--- src/rtl/mem_stage_sequencer.sv ---
// In-order stage launcher and single-port memory arbiter with early abort.
// Optional per-stage watchdog enabled by defining MEM_STAGE_SEQUENCER_TIMEOUT_EN.
module mem_stage_sequencer #(
  parameter int                  N_STAGES       = 8,
  parameter int                  AW             = 16,
  parameter int                  DW             = 16,
  parameter logic [N_STAGES-1:0] WRITE_MASK     = {N_STAGES{1'b1}},
  parameter int                  IDX_W          = (N_STAGES > 1) ? $clog2(N_STAGES) : 1,
  parameter int                  TIMEOUT_CYCLES = 1024
) (
  input  logic                   clock,
  input  logic                   rst,
  input  logic                   en,
  input  logic                   run_start,
  output logic [N_STAGES-1:0]    start_o,
  input  logic [N_STAGES-1:0]    done_i,
  input  logic [N_STAGES-1:0]    abort_i,
  input  logic [N_STAGES*AW-1:0] stage_addr_i,
  input  logic [N_STAGES-1:0]    stage_wr_en_i,
  input  logic [N_STAGES*DW-1:0] stage_wdata_i,
  output logic [AW-1:0]          mem_addr,
  output logic                   mem_wr_en,
  output logic [DW-1:0]          mem_wdata,
  output logic [IDX_W-1:0]       grant_idx,
  output logic                   busy,
  output logic                   run_done,
  output logic                   aborted,
  output logic [IDX_W-1:0]       abort_stage,
  output logic                   timeout
);

  typedef enum logic [1:0] {IDLE, LAUNCH, RUN, FINISH} state_t;

  localparam logic [IDX_W-1:0] LAST = IDX_W'(N_STAGES - 1);

  state_t           state;
  logic [IDX_W-1:0] idx;
  logic             timeout_q;
  logic             cur_done;
  logic             cur_abort;
  logic             wd_hit;

  assign cur_done  = done_i[idx];
  assign cur_abort = abort_i[idx];

`ifdef MEM_STAGE_SEQUENCER_TIMEOUT_EN
  localparam int CW = $clog2(TIMEOUT_CYCLES + 1);

  logic [CW-1:0] wd_cnt;

  // Hit is flagged in the RUN cycle whose increment would reach the limit.
  assign wd_hit = (wd_cnt == CW'(TIMEOUT_CYCLES - 1));

  always_ff @(posedge clock) begin
    if (rst) begin
      wd_cnt <= '0;
    end else if (en) begin
      if (state == LAUNCH)   wd_cnt <= '0;
      else if (state == RUN) wd_cnt <= wd_cnt + 1'b1;
    end
  end
`else
  logic unused_timeout_cfg;
  assign unused_timeout_cfg = (TIMEOUT_CYCLES != 0);
  assign wd_hit             = 1'b0;
`endif

  always_ff @(posedge clock) begin
    if (rst) begin
      state       <= IDLE;
      idx         <= '0;
      busy        <= 1'b0;
      aborted     <= 1'b0;
      abort_stage <= '0;
      timeout_q   <= 1'b0;
    end else if (en) begin
      unique case (state)
        IDLE: begin
          if (run_start) begin
            state     <= LAUNCH;
            idx       <= '0;
            busy      <= 1'b1;
            aborted   <= 1'b0;
            timeout_q <= 1'b0;
          end
        end
        LAUNCH: state <= RUN;
        RUN: begin
          if (cur_done) begin
            if (cur_abort) begin
              aborted     <= 1'b1;
              abort_stage <= idx;
              state       <= FINISH;
            end else if (idx == LAST) begin
              state <= FINISH;
            end else begin
              idx   <= idx + 1'b1;
              state <= LAUNCH;
            end
          end else if (wd_hit) begin
            aborted     <= 1'b1;
            timeout_q   <= 1'b1;
            abort_stage <= idx;
            state       <= FINISH;
          end
        end
        FINISH: begin
          busy  <= 1'b0;
          state <= IDLE;
        end
        default: state <= IDLE;
      endcase
    end
  end

  // Gating with en keeps a held LAUNCH/FINISH from producing repeated pulses.
  always_comb begin
    start_o   = '0;
    mem_addr  = '0;
    mem_wdata = '0;
    mem_wr_en = 1'b0;
    if (state == LAUNCH && en) start_o[idx] = 1'b1;
    if (state == RUN) begin
      mem_addr  = stage_addr_i[int'(idx)*AW +: AW];
      mem_wdata = stage_wdata_i[int'(idx)*DW +: DW];
      mem_wr_en = stage_wr_en_i[idx] & WRITE_MASK[idx] & en;
    end
  end

  assign run_done  = (state == FINISH) && en;
  assign grant_idx = idx;
  assign timeout   = timeout_q;

endmodule

--- config.mk ---
export PLATFORM = sky130hd
export DESIGN_NAME = mem_stage_sequencer
export DESIGN_NICKNAME = d
export VERILOG_FILES = /design/src/rtl/mem_stage_sequencer.sv
export SDC_FILE = /design/constraint.sdc
export NUM_CORES = 1
export LEC_CHECK = 0
export CAP_MARGIN = 20
export CORE_AREA = 4 4 128 130
export DETAILED_ROUTE_END_ITERATION = 7
export DIE_AREA = 0 0 132 134
export HOLD_SLACK_MARGIN = 0.08
export SETUP_SLACK_MARGIN = 0.4
export SYNTH_ARGS = -nofsm -noshare
export SYNTH_HDL_FRONTEND = slang
export SYNTH_SLANG_ARGS = --single-unit
--- constraint.sdc ---
create_clock -name clock -period 5.7 [get_ports clock]
set_input_delay 0.57 -clock clock [delete_from_list [all_inputs] [get_ports clock]]
set_output_delay 0.57 -clock clock [all_outputs]
set_load 0.02 [all_outputs]
=== Word level (Yosys, flattened, before mapping) ===
Memory sizes are Yosys's and may differ from the RTL's. A register that Yosys moved wholly into a read port is not among the register bits.
Index checks and enable logic that the tools add are counted.

* Memories kept: 1
* Register bits: 10
* Bits in read-only memories: 8
* Output and inout port bits: 51
* Logic and storage cells: 64
* Input port bits: 284

{| class="wikitable"
|+ Memory list
! name !! words !! bits a word !! rd ports !! clocked after Yosys merged registers in !! wr ports !! line !! RTL
|-
| (name not given) || 8 || 1 || 1 || 1 || 0 || 126 || <nowiki>mem_wr_en = stage_wr_en_i[idx] & WRITE_MASK[idx] & en;</nowiki>
|}

* Eq/ne operators: 9
* Bitwise gates (word level): 2
* Reduce and logical (&&, ||, !) cells: 11
* Mux-type cells: 31
* $lt $le $gt $ge: 2
* $add $sub $neg: 1
* Shifts and indexed selects: 2

{| class="wikitable"
|+ Operators by type and width
! operator !! number
|-
| 128-bit by 8-bit indexed part select with 16-bit output || 2
|-
| 16-bit 2-to-1 mux || 2
|-
| 3-bit 2-to-1 mux || 6
|-
| 1-bit 2-to-1 mux || 10
|-
| 2-bit inequality test, second input constant || 5
|-
| 1-bit binary-select mux with 3-bit select || 3
|-
| 2-bit 2-to-1 mux || 4
|-
| 8-bit 2-to-1 mux || 1
|-
| 2-bit case mux with 4 select lines || 1
|-
| 3-bit case mux with 2 select lines || 1
|-
| 3-bit AND reduction || 2
|-
| 6-bit AND reduction || 1
|-
| 5-bit AND reduction || 1
|-
| 2-bit == test, second input constant || 2
|-
| 3-bit by 4-bit < comparator with 1-bit output, second input constant || 1
|-
| 1-bit case mux with 2 select lines || 2
|-
| 4-bit AND reduction || 1
|-
| 2-bit nonzero test || 2
|-
| 3-bit by 1-bit adder with 3-bit output, second input constant || 1
|-
| 1-bit demux with 3-bit select || 1
|-
| 3-bit == test, second input constant || 1
|-
| 3-bit by 1-bit greater-or-equal comparator with 1-bit output, second input constant || 1
|-
| 1-bit logical AND || 3
|-
| 1-bit bitwise AND || 2
|-
| 2 further kinds || 2
|}

=== Longest topological paths before layout ===
* Depth in word-level cells: 7
* Gate-level depth with buffers: 7
* Gate-level depth less buffers: 6

=== Worst setup path after synthesis ===
Ideal clock, no wire load.

* Kind: register -> output
* Start point: register idx[0] (netlist: grant_idx[0])
* End point: output port mem_wr_en
* Setup slack: 3.167 ns
* Stages on the path, launching flop included: 8
* Arrival: 1.963 ns
* Path through: dfxtp_1 -> buf_6 -> buf_2 -> buf_1 -> mux2i_1 -> o22ai_1 -> a211oi_1 -> nor3_1

* Cells in the longest elaborated chain, start to end: 5

{| class="wikitable"
|+ RTL lines
! item !! line !! RTL
|-
| start: declaration || 37 || <nowiki>logic [IDX_W-1:0] idx;</nowiki>
|-
| start signal: assignment || 97 || <nowiki>idx <= idx + 1'b1;</nowiki>
|-
| 1-bit binary-select mux with 3-bit select || 126 ||
|-
| 1-bit 2-to-1 mux (implied by the code) || 126 ||
|-
| 1-bit bitwise AND (2 in a row) || 126 ||
|-
| 1-bit 2-to-1 mux || 123 || <nowiki>if (state == RUN) begin</nowiki>
|-
| end: declaration || 22 || <nowiki>output logic mem_wr_en,</nowiki>
|}

Every way passes these cells. The select of a mux whose other input is x is not followed.

=== Worst setup path in the final report ===
* Start point: register idx[0] (netlist: grant_idx[0])
* End point: output port mem_wdata[2]

* Cells in the longest elaborated chain, start to end: 2

{| class="wikitable"
|+ RTL lines
! item !! line !! RTL
|-
| 128-bit by 8-bit indexed part select with 16-bit output || 125 || <nowiki>mem_wdata = stage_wdata_i[int'(idx)*DW +: DW];</nowiki>
|-
| 16-bit 2-to-1 mux || 123 ||
|-
| end: declaration || 23 || <nowiki>output logic [DW-1:0] mem_wdata,</nowiki>
|}

Every way passes these cells.

==> out/metrics.csv <==
metric,value,unit
layout cells sized above 1,14.72,%
Netlist cell types,32,
DRT Pass-1 Iters,4,
overall global routing resource usage,17.13,%
RD Place Congestion,0.8220,
die area,17690,um2
final-report hold violation count,0,
Critical Path AT,2.98,ns
outcome,completed,
routed len/inst,21.53,um
post-synthesis sequential element count,10,
Setup-failing EPs final,0,
pin count of the biggest net entering global routing,80,
initial core utilization,18.38,%
fin. max-slew vios,0,
CTS clock-pin slew for the worst setup and hold paths,0.04,ns
Setup crit end kind,output port,
HPWL Detailed,13.69,mm
"Seq/Total Area, Yosys",7.191,%
Syn Inst Count,246,
PD cells,92.05,nW/um2
Placed Instance Area,6252,um2
critical path's largest stage delay,0.87,ns
post-CTS setup buffer count,0,
synthesized cell area,2784,um2
Finished Cell Area,6331,um2
max_cap viols,0,
critical path peak fanout,47,
H-tree Lvls,1,
ANT nets after route,0,
std cell rows,45,
Die Ht,134,um
slew margin rel.,30.38,%
via count,3534,
period utilization,62.28,%
"Hold-fix buffers, CTS",0,
clock sinks,10,
IO Pins,335,
Root Driver,clkbuf_16,
number of CTS-inserted buffers,3,
crit path launch type,flop,
Post-Syn Area per Cell,11.32,um2
crit-path cells,"buf_4, mux4_2, mux2i_1, nor2_1, clkdlybuf4s50_1",
PortBufs,333,
number of global-route vias before repair,3988,
ys async rst share,0,%
Tmin final,3.550,ns
synthesized net count,532,
initial drt markers,97,
Layout Nets,844,
synthesis warning total,0,
WP data required,5.13,ns
HP Class,flop to flop,
Min Hold Slack,0.5127,ns
Max rail drop VDD,0.00007500,V
Core ar.,15150,um2
setup tns final,0,ns
gr ovfl total,0,
"EDFF count, synth",0,
Total Power,0.5828,mW
Die W,132,um
Tightest Pin Transition,1.044,ns
Crit Path Class,flop to output port,
final WL,16.04,mm
drt drc,0,
Layout area overhead,127.4,%
DR vias/cell,4.744,
LEAKAGE,2.011,nW
Antenna Cells,0,
post-CTS resize count,0,
"Clk Latency, worst-skew pair",0.24,ns
top_reg_cell synth,dfxtp_1,
final worst setup slack,2.150,ns
first-pass GRT wire length,23.74,mm
initial antenna violation count,3,
skew final,0.003983,ns
"worst slack, placed",2.335,ns
TritonCTS clock tree,done,
CTS max path bufs,2,
RSZ-0062 raised after global routing,no,
fmax,0.2817,GHz
CP max stage cell,dfxtp_4,
Yosys cell counts (2+ instances only):
library cell  number  area, um2
mux4_2            65       1464
inv_1              4      15.01
mux2i_1           45      450.4
nor2b_1            2      12.51
a211oi_1           4      30.03
buf_2             11      55.05
buf_1              5      18.77
nand2b_1           6      37.54
nor3_1             3      15.01
clkbuf_1          11      41.29
nand2_1            6      22.52
or3_1              2      12.51
a31oi_1            2      12.51
a21oi_1            3      15.01
dfxtp_1           10      200.2
nor2_1            48      180.2
mux2_2             3      33.78
ha_1               2      25.02
final cells by class:
class | instances | area [um2]
clock buffers | 4 | 78.83
inverters | 4 | 15.01
multi-input cells | 203 | 2437
fillers | 1460 | 8815
repair buffers | 336 | 3356
well taps | 188 | 235.2
flip-flops and latches | 10 | 209.0
cells in the final DEF (no fill, tap or decap), types with 3 or more instances in the layout:
master	n
mux4_2	65
nor3_1	3
dfxtp_1	7
a21oi_1	3
mux2i_1	45
clkdlybuf4s50_1	333
buf_4	3
nor2_1	48
inv_1	4
nand2b_1	5
mux2_2	3
clkbuf_16	3
a211oi_1	4
nand2_1	6
report_power, final:
part | leakage [nW] | switching, mW | total [mW] | internal, mW
sequential | 0.0835 | 0.00999 | 0.0828 | 0.0728
clock | 0.0382 | 0.0330 | 0.127 | 0.0937
combinational | 1.89 | 0.107 | 0.373 | 0.266
state kept, by name, summed over array words and instances (netlist names):
signal / cells
abort_stage: 3
grant_idx: 3
state: 2
aborted: 1
busy: 1
worst max-delay path, delay by kind of cell (launching register included):
family                 cells  cell delay, ns
buffers and inverters      2            1.07
DFF                        1            0.87
muxes                      2            0.71
and+or+nand+nor            1            0.08
cell families (layout without fill, tap and decap cells):
family,after synthesis,in the layout,synth area share [%]
muxes,115,115,70.92
other,1,1,0.1347
buffers and inverters,33,344,5.348
and+or+nand+nor,70,70,10.97
AOI/OAI and AO/OA,15,15,4.540
adders and majority gates,2,2,0.8987
DFF,10,10,7.191
worst paths after layout:
kind / cells after the start / slack, ns / from / to
max reg2reg: 5 / 3.07 / grant_idx[2] / grant_idx[1]
min: 2 / 0.51 / abort_stage[2] / abort_stage[2]
min reg2reg: 2 / 0.51 / abort_stage[2] / abort_stage[2]
max: 5 / 2.15 / grant_idx[0] / mem_wdata[2]
layer usage:
layer | vias up | global-route usage (%) | share of wire, %
li1 | 1619 | - | -
met4 | 6 | 2.392 | 1.0
met3 | 18 | 5.401 | 8.2
met1 | 1724 | 18.82 | 35
met5 | - | 0 | 0.26
met2 | 167 | 32.92 | 55
through the flow:
| step | cells | utilization (%) |
|---|---|---|
| CTS | 745 | 41.80 |
| finish | 745 | 41.80 |
| floorplan | 246 | - |
| global placement | 741 | 41.28 |
| global route | 745 | 41.80 |
| detailed placement | 741 | 41.28 |
(Power assumes the default switching activity.)
